[src/rtl/multiboot_pkg.sv]
// multiboot_pkg: state encoding, default unlock key and minimum pulse width
// shared by the multiboot request controller and its bench.
package multiboot_pkg;
  typedef enum logic [2:0] {
    IDLE      = 3'd0,
    UNLOCK    = 3'd1,
    WAIT_IDLE = 3'd2,
    DELAY     = 3'd3,
    FIRE      = 3'd4,
    DONE      = 3'd5
  } state_t;
  localparam logic [7:0] KEY0_DEF = 8'hB0;
  localparam logic [7:0] KEY1_DEF = 8'h07;
  localparam int MIN_PULSE = 3;
endpackage

[src/rtl/mb_down_counter.sv]
// mb_down_counter: loadable saturating down-counter with a zero flag.
module mb_down_counter #(
  parameter int W = 20
) (
  input  logic         clk,
  input  logic         rst,
  input  logic         load,
  input  logic [W-1:0] load_value,
  input  logic         dec,
  output logic         zero
);
  logic [W-1:0] cnt;
  always_ff @(posedge clk) begin
    if (rst) cnt <= '0;
    else if (load) cnt <= load_value;
    else if (dec && !zero) cnt <= cnt - W'(1);
  end
  assign zero = cnt == '0;
endmodule

[src/rtl/multiboot_request_ctrl.sv]
// multiboot_request_ctrl: two-byte unlock, flash-idle gate and settle delay, then one
// trigger pulse and lockout until reset. Define MULTIBOOT_REQ_ABORT_EN to add an abort input.
module multiboot_request_ctrl
  import multiboot_pkg::*;
#(
  parameter logic [7:0] KEY0         = KEY0_DEF,
  parameter logic [7:0] KEY1         = KEY1_DEF,
  parameter int         ARM_TIMEOUT  = 65535,
  parameter int         DELAY_CYCLES = 1000,
  parameter int         PULSE_CYCLES = 4,
  parameter int         CNT_W        = 20
) (
  input  logic       clk,
  input  logic       rst,
  input  logic       cmd_valid,
  input  logic [7:0] cmd_data,
  output logic       cmd_ready,
  input  logic       flash_busy,
  output logic       trigger,
  output logic [2:0] state_o,
`ifdef MULTIBOOT_REQ_ABORT_EN
  input  logic       abort,
`endif
  output logic       timeout_o
);
  localparam logic [CNT_W-1:0] ARM_V = CNT_W'(ARM_TIMEOUT);
  localparam logic [CNT_W-1:0] DLY_V = CNT_W'(DELAY_CYCLES);
  localparam logic [CNT_W-1:0] PUL_V = CNT_W'(PULSE_CYCLES - 1);
  localparam longint CNT_LIM = longint'(1) << CNT_W;

  if (PULSE_CYCLES < MIN_PULSE) begin : g_pulse_chk
    $error("PULSE_CYCLES is below the minimum pulse width");
  end
  if (longint'(ARM_TIMEOUT) >= CNT_LIM || longint'(DELAY_CYCLES) >= CNT_LIM ||
      longint'(PULSE_CYCLES - 1) >= CNT_LIM) begin : g_width_chk
    $error("counter reload value does not fit in CNT_W bits");
  end

  state_t state, next;
  logic acc, expire, kill, ld, dec, zero, ready_d, trig_d;
  logic [CNT_W-1:0] ld_val;

  assign acc = cmd_valid & cmd_ready;
  assign expire = state == UNLOCK && !acc && zero;
`ifdef MULTIBOOT_REQ_ABORT_EN
  assign kill = abort && state inside {UNLOCK, WAIT_IDLE, DELAY};
`else
  assign kill = 1'b0;
`endif
  assign state_o = state;

  mb_down_counter #(.W(CNT_W)) u_cnt (
    .clk        (clk),
    .rst        (rst),
    .load       (ld),
    .load_value (ld_val),
    .dec        (dec),
    .zero       (zero)
  );

  always_ff @(posedge clk) begin
    if (rst) begin
      state     <= IDLE;
      cmd_ready <= 1'b1;
      trigger   <= 1'b0;
      timeout_o <= 1'b0;
    end else begin
      state     <= next;
      cmd_ready <= ready_d;
      trigger   <= trig_d;
      timeout_o <= expire;
    end
  end

  always_comb begin
    next = state;
    case (state)
      IDLE:      next = acc && cmd_data == KEY0 ? UNLOCK : IDLE;
      UNLOCK:    next = acc ? (cmd_data == KEY1 ? WAIT_IDLE : cmd_data == KEY0 ? UNLOCK : IDLE)
                            : (zero ? IDLE : UNLOCK);
      WAIT_IDLE: next = flash_busy ? WAIT_IDLE : DELAY;
      DELAY:     next = flash_busy ? WAIT_IDLE : zero ? FIRE : DELAY;
      FIRE:      next = zero ? DONE : FIRE;
      DONE:      next = DONE;
      default:   next = IDLE;
    endcase
    if (kill) next = IDLE;
  end

  // One counter serves all phases: every entering transition reloads it.
  always_comb begin
    ld     = 1'b0;
    ld_val = '0;
    dec    = 1'b0;
    case (state)
      IDLE:      begin ld = acc && cmd_data == KEY0; ld_val = ARM_V; end
      UNLOCK:    begin ld = acc && cmd_data == KEY0; ld_val = ARM_V; dec = 1'b1; end
      WAIT_IDLE: begin ld = !flash_busy; ld_val = DLY_V; end
      DELAY:     begin ld = !flash_busy && zero; ld_val = PUL_V; dec = !flash_busy; end
      FIRE:      dec = 1'b1;
      default:   ;
    endcase
    ready_d = next inside {IDLE, UNLOCK};
    trig_d  = next == FIRE;
  end
endmodule

[config.mk]
export PLATFORM = sky130hd
export DESIGN_NAME = multiboot_request_ctrl
export DESIGN_NICKNAME = d
export VERILOG_FILES = /design/src/rtl/multiboot_pkg.sv /design/src/rtl/mb_down_counter.sv /design/src/rtl/multiboot_request_ctrl.sv
export SDC_FILE = /design/constraint.sdc
export NUM_CORES = 1
export LEC_CHECK = 0
export ABC_AREA = 1
export ABC_CLOCK_PERIOD_IN_PS = 2700
export BUFFER_PORTS_ARGS = -buffer_cell sky130_fd_sc_hd__clkbuf_2
export CAP_MARGIN = 20
export CORE_MARGIN = 1
export CORE_UTILIZATION = 52
export CTS_BUF_LIST = sky130_fd_sc_hd__clkbuf_4 sky130_fd_sc_hd__clkbuf_8 sky130_fd_sc_hd__clkbuf_16
export DETAILED_ROUTE_END_ITERATION = 16
export HOLD_SLACK_MARGIN = 0.12
export PLACE_DENSITY = 0.71
export SLEW_MARGIN = 5
export SYNTH_ARGS = -nofsm -noshare
export SYNTH_HDL_FRONTEND = slang
export SYNTH_HIERARCHICAL = 1
export SYNTH_SLANG_ARGS = --single-unit
[constraint.sdc]
create_clock -name clk -period 2.7 [get_ports clk]
set_input_delay 0.54 -clock clk [delete_from_list [all_inputs] [get_ports clk]]
set_output_delay 0.54 -clock clk [all_outputs]
set_load 0.05 [all_outputs]
==> impl_metrics.toml <==
[run_status]
status = "finished clean"

[timing]
setup_viol = 0
tightestPinTransition_ns = 0.558
worst_clock_skew_ns = 0.00712
finalMaxSlewViolations = 0
fin_tns_setup_ns = 0
period_needed_ns = 2.22
post-route-period-util = 0.823
fmax_mhz = 450
layout_setup_ws_ns = 0.478
hold_violations = 0
rsz0062_at_grt = "no"
whs_ns = 0.537
slew_headroom = 0.628

[pwr]
clkPwrFrac = 0.433
switchingPower_uw = 170
swShare = 0.220
pwr_density_cell_nw_per_um2 = 349
leakagePower_nw = 1.12
internal_power_uw = 601
ir_drop_mv = 0.254
combPwrFrac = 0.067
pwr-share-seq = 0.499

[clock_tree]
clock-sinks = 26
post_cts_buffers = 0
cts_buffers = 3
clk_pin_slew_worst_paths_ns = 0.10
cts_max_level = 1
cts_root_buf = "clkbuf_8"
post_cts_resized = 0
cts_tree = "done"
cts_max_path_buffers = 2
hold_buffers = 0
clk_latency_ns = 0.28

[flow_run]
maxCapViolations = 0

[die]
die_y_um = 64.0
start_util = 0.543
core_um2 = 3690
ios = 18
row_count = 22
dieArea_um2 = 4100
die_w_um = 64.0

[critical_path]
crit_type = "reg2reg"
cp.arrival_ns = 2.44
crit_chain = "inv_1, ha_1, nand2_1, nor2_2, nand3_4, inv_1, nand2_1, o211ai_1, inv_2, nand3_2, nor2_1, nor2_1, nor2_1"
worstSetupEndpointType = "register"
cp-start-kind = "register"
crit_slowest_cell = "dfxtp_1"
cp_data_required_time_ns = 2.92
cpMostUsedCell = "nor2_1"
cpPeakStageDelay_ns = 0.40
path_max_fanout = 18

[global_routing]
grt_pass1_vias = 1859
grt_usage = 0.255
overflow = 0
grt_pass1_wl_um = 8200
antenna_found_initial = 0
grt_max_degree = 22

[synth]
syn_inst = 317
ys_types = 32
synth_warnings = 6
yosys.area.top_type = "dfxtp_1"
syn_area_um2 = 2000
synth-seq-cells = 26
synth-seq-area-share = 0.260
syn-mean-instance-area_um2 = 6.32
synth_top_area_frac = 0.260
netlist_top_cells_area = "dfxtp_1 26%, nand2_1 16%, nor2_1 11%"

[place]
preCtsSetupSlack_ns = 0.492
port_buffers = 17
placed_cell_area_um2 = 2140
gp_congestion = 0.880
dp_hpwl_um = 3370

[routing]
vias = 1924
viasPerCell = 4.98
wirelength_um = 4610
remaining_drc_errors = 0
drt_iter0_markers = 120
first_pass_iters = 4
drtAntennaViolNets = 0
wl_per_cell_um = 11.9

[final_layout]
insertedDiodeCount = 0
fin_area_um2 = 2210
drive_above_1_share = 0.207
nets = 353
area_growth_pct = 10.4

[worst_hold_path]
hold_class = "reg2reg"
==> sequential cells by signal, indices dropped and copies added, names as in the netlist <==
signal     count
trigger        1
cmd_ready      1
state_o        3
timeout_o      1
u_cnt/cnt     20
==> through the flow <==
stage	cells	util	power (mW)
final	386	0.599	0.771
after global routing	386	0.599	0.804
after CTS	386	0.599	0.781
after detailed placement	382	0.580	0.446
after global placement	382	0.580	0.445
after floorplan	320	-	0.427
==> metal layers <==
metal  GRT usage  routed length, um  vias up  part of all wire
met4      0.0455                 21        0            0.0046
met1       0.323               2230      854              0.48
met2       0.451               2230       29              0.48
li1            -                  -     1039                 -
met5           0                  0        -                 0
met3      0.0429                131        2             0.028
==> synth_stat cells <==
cell type and n:
nand2_1 87, nor2_1 60, inv_1 28, dfxtp_1 26, nand3_1 23, nand2_2 14
a21oi_2 9, nor2_2 9, a21oi_1 8, xor2_1 7, nor2_4 5, o21ai_0 5
o21ai_1 5, clkbuf_1 4, nand4_1 4, inv_2 3, ha_1 2, mux2i_1 2
nand2_8 2, xnor2_1 2, buf_12 1, clkinv_8 1, conb_1 1, nand2_4 1
nand3_2 1, nand3_4 1, nand3b_1 1, nor3_2 1, nor4_1 1, o211ai_1 1
o21bai_1 1, o31ai_1 1
==> layout by cell type, fill, tap and decap left out, drive strengths merged <==
cell type / netlist / layout
a21oi: 17 / 17
buf: 1 / 2
bufinv: 0 / 1
clkbuf: 4 / 20
clkinv: 1 / 1
conb: 1 / 4
dfxtp: 26 / 26
ha: 2 / 2
inv: 31 / 31
mux2i: 2 / 2
nand2: 104 / 104
nand3: 25 / 25
nand3b: 1 / 1
nand4: 4 / 4
nor2: 74 / 74
nor3: 1 / 1
nor4: 1 / 1
o211ai: 1 / 1
o21ai: 10 / 10
o21bai: 1 / 1
o31ai: 1 / 1
xnor2: 2 / 2
xor2: 7 / 7
==> power by group through the flow <==
stage | logic [mW] | clock network, mW | registers [mW]
2_1_floorplan | 0.0331 | 0 | 0.394
3_3_place_gp | 0.0515 | 0 | 0.394
3_5_place_dp | 0.0520 | 0 | 0.394
4_1_cts | 0.0523 | 0.344 | 0.385
5_1_grt | 0.0605 | 0.359 | 0.385
6_report | 0.0519 | 0.334 | 0.385
==> worst max-delay path: cells and delay by family (launching register included) <==
| kind | cells | cell delay [ns] |
|---|---|---|
| buffers and inverters | 3 | 0.52 |
| flip-flops | 1 | 0.40 |
| AND/OR/NAND/NOR | 8 | 0.92 |
| adder cells (fa/ha/maj) | 1 | 0.21 |
| AO/OA/AOI/OAI | 1 | 0.12 |
==> path summary, 6_finish.rpt <==
| check | start | to | slack [ns] | depth (start not counted) |
|---|---|---|---|---|
| hold / removal | u_cnt/cnt[1] | u_cnt/cnt[1] | 0.54 | 2 |
| hold reg to reg | u_cnt/cnt[1] | u_cnt/cnt[1] | 0.54 | 2 |
| setup reg to reg | u_cnt/cnt[0] | u_cnt/cnt[13] | 0.48 | 13 |
| setup / recovery | u_cnt/cnt[0] | u_cnt/cnt[13] | 0.48 | 13 |
==> final cells by class <==
class,instances,area (um2)
Tap cell,48,60.1
Clock buffer,3,41.3
Multi-Input combinational cell,257,1330
Fill cell,383,1480
Timing Repair Buffer,19,100
Inverter,32,133
Sequential cell,26,520
Clock inverter,1,30.0
==> kinds of logic after synthesis <==
kind of cell,synth area share
flip-flops,0.260
AND/OR/NAND/NOR,0.497
multiplexers,0.0100
AO/OA/AOI/OAI,0.0956
XOR/XNOR,0.0394
other,0.00187
buffers and inverters,0.0837
adder cells (fa/ha/maj),0.0125
No activity file was read; power rests on OpenSTA's default activity.
